===== src/rtl/seq_multiplier16.sv =====
// Sequential unsigned shift-add multiplier: DATA_WIDTH x DATA_WIDTH -> 2*DATA_WIDTH
// over DATA_WIDTH iteration cycles, with a start/busy/done handshake.
module seq_multiplier16 #(
  parameter int DATA_WIDTH = 16
) (
  input  logic                  clk,
  input  logic                  rst,
  input  logic                  start,
  input  logic [DATA_WIDTH-1:0] a,
  input  logic [DATA_WIDTH-1:0] b,
  output logic [DATA_WIDTH-1:0] product_hi,
  output logic [DATA_WIDTH-1:0] product_lo,
  output logic                  busy,
  output logic                  done
);

  localparam int CNT_W = (DATA_WIDTH > 1) ? $clog2(DATA_WIDTH) : 1;
  localparam logic [CNT_W-1:0] LAST = CNT_W'(DATA_WIDTH - 1);

  typedef enum logic [1:0] {IDLE, RUN, DONE} state_t;

  state_t                state_q, state_d;
  logic [DATA_WIDTH-1:0] mcand_q, mcand_d;
  logic [DATA_WIDTH:0]   acc_q, acc_d;
  logic [DATA_WIDTH-1:0] mplier_q, mplier_d;
  logic [CNT_W-1:0]      count_q, count_d;
  logic [DATA_WIDTH-1:0] hi_q, hi_d;
  logic [DATA_WIDTH-1:0] lo_q, lo_d;
  logic                  busy_q, busy_d;
  logic                  done_q, done_d;

  logic [DATA_WIDTH:0]   sum;
  logic [DATA_WIDTH:0]   acc_shift;
  logic [DATA_WIDTH-1:0] mplier_shift;

  // acc never exceeds DATA_WIDTH bits between iterations, so the add keeps its carry in bit DATA_WIDTH.
  always_comb begin
    sum          = mplier_q[0] ? (acc_q + {1'b0, mcand_q}) : acc_q;
    acc_shift    = {1'b0, sum[DATA_WIDTH:1]};
    mplier_shift = {sum[0], mplier_q[DATA_WIDTH-1:1]};
  end

  always_comb begin
    state_d  = state_q;
    mcand_d  = mcand_q;
    acc_d    = acc_q;
    mplier_d = mplier_q;
    count_d  = count_q;
    hi_d     = hi_q;
    lo_d     = lo_q;
    busy_d   = busy_q;
    done_d   = done_q;

    case (state_q)
      IDLE, DONE: begin
        done_d = 1'b0;
        if (start) begin
          mcand_d  = a;
          mplier_d = b;
          acc_d    = '0;
          count_d  = '0;
          busy_d   = 1'b1;
          state_d  = RUN;
        end else begin
          state_d  = IDLE;
        end
      end
      RUN: begin
        acc_d    = acc_shift;
        mplier_d = mplier_shift;
        count_d  = count_q + 1'b1;
        if (count_q == LAST) begin
          hi_d    = acc_shift[DATA_WIDTH-1:0];
          lo_d    = mplier_shift;
          busy_d  = 1'b0;
          done_d  = 1'b1;
          state_d = DONE;
        end
      end
      default: begin
        state_d = IDLE;
        busy_d  = 1'b0;
        done_d  = 1'b0;
      end
    endcase
  end

  always_ff @(posedge clk or posedge rst) begin
    if (rst) begin
      state_q  <= IDLE;
      mcand_q  <= '0;
      acc_q    <= '0;
      mplier_q <= '0;
      count_q  <= '0;
      hi_q     <= '0;
      lo_q     <= '0;
      busy_q   <= 1'b0;
      done_q   <= 1'b0;
    end else begin
      state_q  <= state_d;
      mcand_q  <= mcand_d;
      acc_q    <= acc_d;
      mplier_q <= mplier_d;
      count_q  <= count_d;
      hi_q     <= hi_d;
      lo_q     <= lo_d;
      busy_q   <= busy_d;
      done_q   <= done_d;
    end
  end

  assign product_hi = hi_q;
  assign product_lo = lo_q;
  assign busy       = busy_q;
  assign done       = done_q;

endmodule


===== config.mk =====
export PLATFORM = sky130hd
export DESIGN_NAME = seq_multiplier16
export DESIGN_NICKNAME = d
export VERILOG_FILES = /design/src/rtl/seq_multiplier16.sv
export SDC_FILE = /design/constraint.sdc
export NUM_CORES = 1
export LEC_CHECK = 0
export ABC_AREA = 1
export BUFFER_PORTS_ARGS = -buffer_cell sky130_fd_sc_hd__clkbuf_2
export CORE_MARGIN = 5
export CORE_UTILIZATION = 56
export DETAILED_ROUTE_END_ITERATION = 8
export HOLD_SLACK_MARGIN = 0.06
export PLACE_DENSITY = 0.82
export SETUP_SLACK_MARGIN = 0.2
export SLEW_MARGIN = 20
export SYNTH_ARGS = -nofsm -noshare
export SYNTH_HDL_FRONTEND = slang
export SYNTH_SLANG_ARGS = --single-unit

===== constraint.sdc =====
create_clock -name clk -period 2.9 [get_ports clk]
set_input_delay 0.29 -clock clk [delete_from_list [all_inputs] [get_ports clk]]
set_output_delay 0.29 -clock clk [all_outputs]
set_load 0.1 [all_outputs]

[Word level (Yosys, flattened, before mapping)]
Cells that the tools add are included.
Word-level totals
  input port bits: 35
  bits in registers: 89
  word-level logic and storage cells: 38
  output and inout bits: 34
Operators by class
  add/sub/neg operators: 2
  equality and inequality tests: 5
  multiplexer cells: 15
  reductions and logical operators: 7
Operator list (number)
  two-way mux 17 bit: 2
  one-hot mux 17 bit (2 select lines): 1
  one-hot mux 16 bit (2 select lines): 1
  adder 17 x 16 -> 17 bit: 1
  two-way mux 16 bit: 1
  one-hot mux 4 bit (2 select lines): 1
  AND reduction 2 bit: 4
  two-way mux 1 bit: 5
  adder 4 x 1 -> 4 bit, second input constant: 1
  equality test 4 bit, second input constant: 1
  two-way mux 4 bit: 1
  inequality test 2 bit, second input constant: 2
  one-hot mux 2 bit (2 select lines): 1
  equality test 2 x 1 -> 1 bit, second input constant: 1
  equality test 2 bit, second input constant: 1
  logical NOT 2 bit: 1
  two-way mux 2 bit: 1
  one-hot mux 1 bit (2 select lines): 1
  nonzero test 2 bit: 1
  OR reduction 2 bit: 1

[Logic depth before layout (Yosys ltp)]
  word-level depth: 4
  mapped depth: 12
  gate-level depth less buffers: 12

[Worst setup path after synthesis]
OpenSTA, ideal clock, no wires.
  path kind: reg2reg
  from: register, netlist name done
  to: register mplier_q[10]
  stages on the path, launching flop included: 5
  period minus slack after synthesis: 1.751 ns
  path buffers: 1
  slack: 1.149 ns
  data arrival time: 1.612 ns
  required time: 2.761 ns
  setup time: 0.139 ns
  cells stage by stage: dfrtp_1 -> nor2_8 -> inv_4 -> clkbuf_1 -> o221ai_1
RTL lines
  to (signal assigned): line 103  | mplier_q <= mplier_d;
  to (decl): line 25  | logic [DATA_WIDTH-1:0] mplier_q, mplier_d;

[Final worst setup path]
  from: register state_q[0]
  to: register lo_q[14], in the netlist product_lo[14]
Between the ends
  word-level cells in the longest chain between the ends: 2
RTL lines
  from (decl): line 22  | state_t state_q, state_d;
  from (signal assigned): line 100  | state_q <= state_d;
  equality test 2 x 1 -> 1 bit: line 54  | case (state_q)
  AND reduction 2 bit (no source line)
  to (signal assigned): line 106  | lo_q <= lo_d;
  to (decl): line 28  | logic [DATA_WIDTH-1:0] lo_q, lo_d;
Every way passes these cells.
A chain may end at the register's enable or synchronous reset.

==> results_dict.tcl <==
set metrics [dict create \
    avgSynthCellArea_um2 8.49 \
    synth-edff-count 0 \
    io_pins 69 \
    die_h_um 99.8 \
    clkSlewWorstSetupHoldPaths_ps 90 \
    cts_setup_buffers 0 \
    synth_area_um2 4520 \
    required_ps 3170 \
    cts_max_path_buffers 2 \
    cts_resized 0 \
    synth_top_area_frac 0.482 \
    utilization 0.657 \
    fin_tns_setup_ps 0 \
    synth_seq_cells 87 \
    clk_latency_ps 360 \
    nNetsFinal 648 \
    synthArstFlopShare 1.00 \
    syn_inst 532 \
    finClkSkew_ps 11.8 \
    hp-class "primary input to flip-flop" \
    synthFlopType "dfrtp_1" \
    wire_per_inst_um 14.6 \
    max_freq_mhz 451 \
    arrival_ps 2490 \
    yosysMostFrequentCell "nand2_1" \
    cp-start-kind "flip-flop" \
    ys_types 39 \
    yosysWarnings 0 \
    synth.largest_area_cell "dfrtp_1" \
    grt_start_max_net_pins 54 \
    num_vias 3854 \
    firstDrtPassIters 5 \
    yosys.area_share.xor_xnor 0.00581 \
    synthMuxAreaShare 0.0421 \
    h-tree-depth 3 \
    grt_util_met2 0.339 \
    post-route-drc-count 0 \
    top_usage_layer "met2" \
    floorplan.initialDensity 0.579 \
    synthTopCellsByArea "dfrtp_1, nand2_1, nand3_1" \
    cts_buffers 9 \
    cts_tree "yes" \
    globalplace.congestion 0.928 \
    fin_crit_sh 0.765 \
    gr-total-overflow 0 \
    drv_slew 0 \
    fp.dieW_um 99.8 \
    slew-limit-headroom 0.356 \
    rsz0062_at_grt "no" \
    drive_gt1_frac 0.208 \
    coreArea_um2 7810 \
    met1_usage 0.288 \
    diodes 0 \
    cp-end-kind "flip-flop" \
    hpwl_mm 7.42 \
    synth_top_family_by_area "simple AND/OR/NAND/NOR gates" \
    area_growth_pct 13.5 \
    synth_fp_nets 585 \
    post-place-ws_ps 710 \
    synth_compound_area_frac 0.0944 \
    grt_first_pass_wirelength_mm 16.9 \
    routed_wl_mm 10.3 \
    synthSimpleGateAreaFrac 0.243 \
    nFillCells 653 \
    io_buffers 68 \
    grt_pass1_vias 3697 \
    cap_violations 0 \
    ys_seq_area_frac 0.482 \
    cp_max_fo 53 \
    path_class "flip-flop to flip-flop" \
    viasPerCell 5.49 \
    placementRows 32 \
    synth-adder-area-share 0.0515 \
    dieArea_um2 9970 \
    clock-root-buffer "clkbuf_8" \
    synth_commonest_cells "nand2_1, dfrtp_1, inv_1" \
    grt.met3_usage 0.0347 \
    stdcell_count 702 \
    postCtsHoldBufs 1 \
    worstMarginPinSlew_ps 966 \
    drt_first_iter_violations 215 \
    worst_slack_ps 682 \
    finalHoldViolations 0 \
    fin_crit_ps 2220 \
    grt_usage 0.212 \
    antenna_found_initial 0 \
    clkSinkCount 87 \
    outcome "finished clean" \
    dp_cells 685 \
    final-setup-viol-count 0 \
    ant_nets 0 \
]
[cell usage in the layout (no fill, tap or decap), types with 7 or more instances in the layout]
cell type and count:
a21oi_1 11, nand3_1 56, clkbuf_8 9, or2_2 7, nor2_1 18, ha_1 17, o21ai_0 13, nand2_1 158
clkbuf_2 68, mux2_2 16, dfrtp_1 87, o221ai_1 15, o21ai_1 16, inv_1 63
[layout make-up]
| class | instances | area [um^2] | area share |
|---|---|---|---|
| inverters | 68 | 259 | 0.0505 |
| flip-flops and latches | 87 | 2180 | 0.424 |
| clock inverters | 7 | 103 | 0.0200 |
| multi-input cells | 358 | 1970 | 0.385 |
| repair buffers | 71 | 365 | 0.0712 |
| clock buffers | 9 | 124 | 0.0242 |
| well taps | 102 | 128 | 0.0249 |
[worst max-delay path, cell delays in order, from the launching register on]
cell and delay [ps]:
dfrtp_1 400, inv_2 290, nor2_8 110, inv_4 260
nor2_4 140, inv_2 660, nand2_1 130, o21ai_1 110
[flip-flops by register name, indices dropped and copies added, names as in the netlist]
signal      count
product_lo     16
mplier_q       16
count_q         4
done            1
acc_q          16
busy            1
mcand_q        16
product_hi     16
state_q         1
[routing by layer]
metal  vias up  routed length, um
met5         -                  0
met4         0                172
li1       1854                  -
met2       145               4920
met3        17                790
met1      1838               4370
[logic make-up (layout without fill, tap and decap cells)]
logic type | Yosys count | after routing
compound gates | 67 | 67
simple gates | 253 | 253
buf+inv | 87 | 155
mux | 17 | 17
fa+ha+maj | 18 | 18
xor+xnor | 3 | 3
flops | 87 | 87
[worst paths after layout]
| kind | start | endpoint | depth (start not counted) | slack, ps |
|---|---|---|---|---|
| max | state_q[0] | product_lo[14] | 7 | 680 |
| min in group asynchronous | rst | product_hi[3] | 3 | 500 |
| min | a[3] | mcand_q[3] | 2 | 150 |
| max reg2reg | state_q[0] | product_lo[14] | 7 | 680 |
| min reg2reg | state_q[0] | busy | 1 | 480 |
| max in group asynchronous | rst | acc_q[0] | 4 | 1630 |
[metrics by stage]
stage	cell area, um^2	hold WS (ps)
after floorplan	4520	440
after global placement	4890	358
after detailed placement	4890	359
after CTS	5130	146
after global routing	5130	155
final	5130	154
Power is not shown: default switching activity piles up to over one toggle a cycle in this logic, so the estimate is an artifact.
